<file path="src/rtl/bcd_scan_ctrl.sv">
// rtl/bcd_scan_ctrl.sv - two-digit BCD display scan scheduler with frame-aligned value commit
// Optional leading-zero blanking of the tens digit: define LZ_BLANK_EN.
module bcd_scan_ctrl #(
    parameter int REFRESH_CYCLES = 50000,
    parameter int BLANK_CYCLES   = 500
) (
    input  logic       clk,
    input  logic       rst,
    input  logic [7:0] bcd_in,
    input  logic       in_valid,
    output logic       in_ready,
    output logic [1:0] an,
    output logic [3:0] digit_bcd,
    output logic       frame_tick,
    output logic       bcd_err
);

    typedef enum logic [2:0] {
        S_LOAD  = 3'd0,
        S_UNITS = 3'd1,
        S_GAP1  = 3'd2,
        S_TENS  = 3'd3,
        S_GAP2  = 3'd4
    } state_t;

    localparam int MAX_DWELL = (REFRESH_CYCLES > BLANK_CYCLES) ? REFRESH_CYCLES : BLANK_CYCLES;
    localparam int CW        = $clog2(MAX_DWELL + 1);
    localparam logic [CW-1:0] REF_LAST = CW'(REFRESH_CYCLES - 1);
    localparam logic [CW-1:0] BLK_LAST = CW'((BLANK_CYCLES > 0) ? BLANK_CYCLES - 1 : 0);
    localparam bit HAS_GAP = (BLANK_CYCLES > 0);

    state_t          state_q, state_d;
    logic [CW-1:0]   cnt_q, cnt_d;
    logic [7:0]      disp_q, disp_d;
    logic [7:0]      pend_q, pend_d;
    logic            pend_full_q, pend_full_d;
    logic            err_q, err_d;
    logic [1:0]      an_q, an_d;
    logic [3:0]      digit_q, digit_d;
    logic            tick_q, tick_d;
    logic            dwell_done;
    logic            xfer;

    function automatic logic [3:0] shown(input logic [3:0] n);
        return (n > 4'd9) ? 4'hF : n;
    endfunction

    assign in_ready   = !pend_full_q || (state_q == S_LOAD);
    assign xfer       = in_valid && in_ready;
    assign an         = an_q;
    assign digit_bcd  = digit_q;
    assign frame_tick = tick_q;
    assign bcd_err    = err_q;

    always_ff @(posedge clk or posedge rst) begin
        if (rst) begin
            state_q <= S_LOAD;
            cnt_q   <= '0;
        end else begin
            state_q <= state_d;
            cnt_q   <= cnt_d;
        end
    end

    always_comb begin
        state_d    = state_q;
        dwell_done = 1'b0;
        unique case (state_q)
            S_LOAD:          dwell_done = 1'b1;
            S_UNITS, S_TENS: dwell_done = (cnt_q == REF_LAST);
            S_GAP1, S_GAP2:  dwell_done = (cnt_q == BLK_LAST);
            default:         dwell_done = 1'b1;
        endcase
        if (dwell_done) begin
            unique case (state_q)
                S_LOAD:  state_d = S_UNITS;
                S_UNITS: state_d = HAS_GAP ? S_GAP1 : S_TENS;
                S_GAP1:  state_d = S_TENS;
                S_TENS:  state_d = HAS_GAP ? S_GAP2 : S_LOAD;
                default: state_d = S_LOAD;
            endcase
        end
        cnt_d = dwell_done ? '0 : cnt_q + CW'(1);
    end

    // Commit happens only in S_LOAD, so a frame never mixes old and new digits.
    always_comb begin
        disp_d      = disp_q;
        pend_d      = pend_q;
        pend_full_d = pend_full_q;
        err_d       = err_q;
        if (state_q == S_LOAD && pend_full_q) begin
            disp_d      = pend_q;
            pend_full_d = 1'b0;
            err_d       = err_q || (pend_q[7:4] > 4'd9) || (pend_q[3:0] > 4'd9);
        end
        if (xfer) begin
            pend_d      = bcd_in;
            pend_full_d = 1'b1;
        end
    end

    always_ff @(posedge clk or posedge rst) begin
        if (rst) begin
            disp_q      <= 8'h00;
            pend_q      <= 8'h00;
            pend_full_q <= 1'b0;
            err_q       <= 1'b0;
            an_q        <= 2'b11;
            digit_q     <= 4'hF;
            tick_q      <= 1'b0;
        end else begin
            disp_q      <= disp_d;
            pend_q      <= pend_d;
            pend_full_q <= pend_full_d;
            err_q       <= err_d;
            an_q        <= an_d;
            digit_q     <= digit_d;
            tick_q      <= tick_d;
        end
    end

    // Outputs decode the upcoming state so the registered pins line up with state_q.
    always_comb begin
        an_d    = 2'b11;
        digit_d = 4'hF;
        tick_d  = 1'b0;
        unique case (state_d)
            S_LOAD: tick_d = 1'b1;
            S_UNITS: begin
                an_d    = 2'b10;
                digit_d = shown(disp_d[3:0]);
            end
            S_TENS: begin
`ifdef LZ_BLANK_EN
                if (disp_d[7:4] != 4'd0) begin
                    an_d    = 2'b01;
                    digit_d = shown(disp_d[7:4]);
                end
`else
                an_d    = 2'b01;
                digit_d = shown(disp_d[7:4]);
`endif
            end
            default: begin
                an_d    = 2'b11;
                digit_d = 4'hF;
            end
        endcase
    end

endmodule

</file>
<file path="config.mk">
export PLATFORM = sky130hd
export DESIGN_NAME = bcd_scan_ctrl
export DESIGN_NICKNAME = d
export VERILOG_FILES = /design/src/rtl/bcd_scan_ctrl.sv
export SDC_FILE = /design/constraint.sdc
export NUM_CORES = 1
export LEC_CHECK = 0
export BUFFER_PORTS_ARGS = -buffer_cell sky130_fd_sc_hd__buf_2
export CORE_MARGIN = 1.5
export CORE_UTILIZATION = 52
export DETAILED_ROUTE_END_ITERATION = 10
export MAX_ROUTING_LAYER = met4
export PLACE_DENSITY = 0.8
export SETUP_SLACK_MARGIN = 0.4
export SLEW_MARGIN = 10
export SYNTH_ARGS = -nofsm -noshare
export SYNTH_HDL_FRONTEND = slang
export SYNTH_SLANG_ARGS = --single-unit
</file>
<file path="constraint.sdc">
create_clock -name clk -period 1.65 [get_ports clk]
set_clock_uncertainty 0.2 [all_clocks]
set_input_delay 0.2475 -clock clk [delete_from_list [all_inputs] [get_ports clk]]
set_output_delay 0.2475 -clock clk [all_outputs]
set_load 0.01 [all_outputs]
</file>
==> results.yml <==
final_layout:
  fin_cells: 309
  fill_cells: 228
  areaGrowthSynthToFinish_pct: 42.1
  final_cell_mix: "36 x dfrtp_1, 34 x buf_4, 15 x buf_6, 13 x nor3_2"
  diodes: 0
  nNetsFinal: 270
  drive_above_1_share: 0.498
  final_common_cell: "dfrtp_1"
cts:
  htree_levels: 2
  cts_buffers: 5
  tritoncts: "done"
  cts_max_path_buffers: 2
  root_buffer: "clkbuf_8"
  insertion_delay_ns: 0.28
  cts.sinks: 44
  clk_pin_slew_ns: 0.07
setup_path:
  worstSetupEndpointType: "register"
  crit_path_start_kind: "register"
  reg2reg_from: "cnt_q[13]"
  cp.arrival_ns: 1.75
  r2r_setup_slack_ns: -0.14
  crit_fanout: 16
  worst-setup-path-type: "register to register"
  ff2ff_path_depth: 5
  required_ns: 1.61
  worstReg2RegEnd: "cnt_q[5]"
route:
  wl_per_cell_um: 15.8
  met1_length_um: 2130
  route.met2.wl_um: 2480
  highest_layer: "met4"
  drt_iter0_drc: 87
  wl_met3_um: 194
  antenna_left: 0
  first_pass_iters: 4
  via_per_inst: 5.57
  drc: 0
  totalWireLength_um: 4870
  dr_total_vias: 1721
global_routing:
  overflow: 0
  grt_max_degree: 45
  grt_pass1_wl_um: 8050
  grt_pass1_vias: 1764
  grt.total_usage: 0.245
  grt_antenna_before_repair: 0
timing:
  setup_viol: 38
  max_freq_mhz: 557
  fin_crit_ns: 1.79
  worst_slew_pin_slew_ns: 0.411
  hold_viol_final: 0
  slew_violations: 0
  post-route-period-util: 1.09
  rsz0062_at_grt: "true"
  relSlewSlack: 0.725
  worst_slack_ns: -0.145
min_path:
  hp-start: "bcd_in[0]"
  hold_path_end: "pend_q[0]"
  holdCritPathClass: "input pin to register"
  min_path_cells: 2
outcome:
  status: "complete, but fails checks"
  violations: "negative setup slack"
power_and_ir_drop:
  leakagePower_nw: 1.32
  powerDensity_nw_per_um2: 614
  peakVddDrop_uv: 760
logic_synthesis:
  synthCells: 188
  seq_area_frac_synth: 0.515
  syn_area_sq_um: 2150
  ys.flop_type: "dfrtp_1"
  ys_seq_elements: 44
  synth_async_sr_flop_share: 1.00
  yosys_warnings: 0
  synth_cell_types: 45
  synth_edf_count: 0
  synthesis.nets: 200
  syn_avg_cell_area_sq_um: 11.4
floorplan:
  die_y_um: 67.3
  die_w_um: 67.3
  start_util: 0.538
  rows: 23
  core_area_sq_um: 4000
  ios: 20
  die-area_sq_um: 4530
placement:
  hpwl_um: 3170
  port_buffers: 19
  gp_congestion: 0.815
  place_ws_ns: -0.135
  dp.cells: 289
flow_run:
  max_cap_viol_count: 0
[synth_stat cells (3+ instances only)]
library cell	number	area, sq um
a21oi_1	8	40.0
xnor2_1	12	105
mux2_2	15	169
nand3_1	7	35.0
o21ai_0	5	25.0
buf_2	3	15.0
nand4_1	3	18.8
nor2_1	9	33.8
inv_1	3	11.3
nor3_1	20	100
buf_6	3	33.8
nand2_1	14	52.6
nor4_1	5	31.3
dfrtp_1	38	951
dfstp_2	6	158
a211o_1	4	35.0
[how the worst max path moves through the flow]
stage,from,end,slack (ns),cells after the start
2_1_floorplan,state_q[1],disp_q[0],-0.16,4
3_3_place_gp,cnt_q[1],digit_bcd[0],-0.11,6
3_5_place_dp,cnt_q[0],state_q[0],-0.13,6
4_1_cts,cnt_q[13],cnt_q[5],-0.12,5
5_1_grt,cnt_q[13],cnt_q[2],-0.19,5
6_report,cnt_q[13],cnt_q[5],-0.14,5
[state kept, by name, summed over array words and instances, names as in the netlist]
register and cells:
digit_bcd 4, pend_q 8, disp_q 8, frame_tick 1, cnt_q 16, state_q 3, pend_full_q 1, bcd_err 1
an 2
[critical path, stage by stage (launching register included)]
cell and delay [ns]:
dfrtp_1 0.41, nor4_4 0.36, and4_4 0.29, a2bb2oi_4 0.16
buf_12 0.17, nor3_1 0.07
[power by group]
group          switching (mW)  internal [mW]
clock network           0.322          0.341
registers              0.0213           1.10
logic                  0.0403         0.0487
total                   0.384           1.49
[through the flow]
stage / TNS, ns / hold WS [ns] / utilization / cell area, sq um / power, mW
detailed placement: -2.91 / 0.121 / 0.671 / 2680 / 1.22
global route: -4.56 / -0.000586 / 0.764 / 3060 / 1.96
global placement: -1.35 / 0.114 / 0.671 / 2680 / 1.21
floorplan: -3.06 / 0.0495 / - / 2260 / 1.18
finish: -2.70 / 0.0103 / 0.764 / 3060 / 1.88
CTS: -2.17 / 0.00229 / 0.756 / 3020 / 1.89
[area by class of cell]
class                      count  area, sq um  area share
clock buffer                   8         90.1      0.0295
tap                           50         62.6      0.0205
sequential                    44         1110       0.364
multi-input combinational    132         1170       0.382
timing repair buffer          71          604       0.198
inverter                       4         18.8     0.00614
[what timing repair did]
action | in CTS | in global routing
pin swaps | 9 | 8
setup buffers | 4 | 0
endpoints found under the hold margin | 45 | 0
hold buffers | 8 | 0
gates resized for setup | 26 | 9
endpoints found under the setup margin | 52 | 53
[per-layer routing]
| metal | track usage | vias up |
|---|---|---|
| li1 | - | 821 |
| met4 | 0.0816 | 0 |
| met5 | - | - |
| met2 | 0.385 | 41 |
| met3 | 0.0583 | 8 |
| met1 | 0.313 | 851 |
[kinds of logic after synthesis]
group | count (synthesis) | share of synthesized area
buffers and inverters | 12 | 0.0349
AO/OA/AOI/OAI | 28 | 0.0954
multiplexers | 16 | 0.0855
XOR/XNOR | 14 | 0.0570
flip-flops | 44 | 0.515
adder cells (fa/ha/maj) | 1 | 0.00582
AND/OR/NAND/NOR | 73 | 0.206
Power figures use the tool's default switching activity.
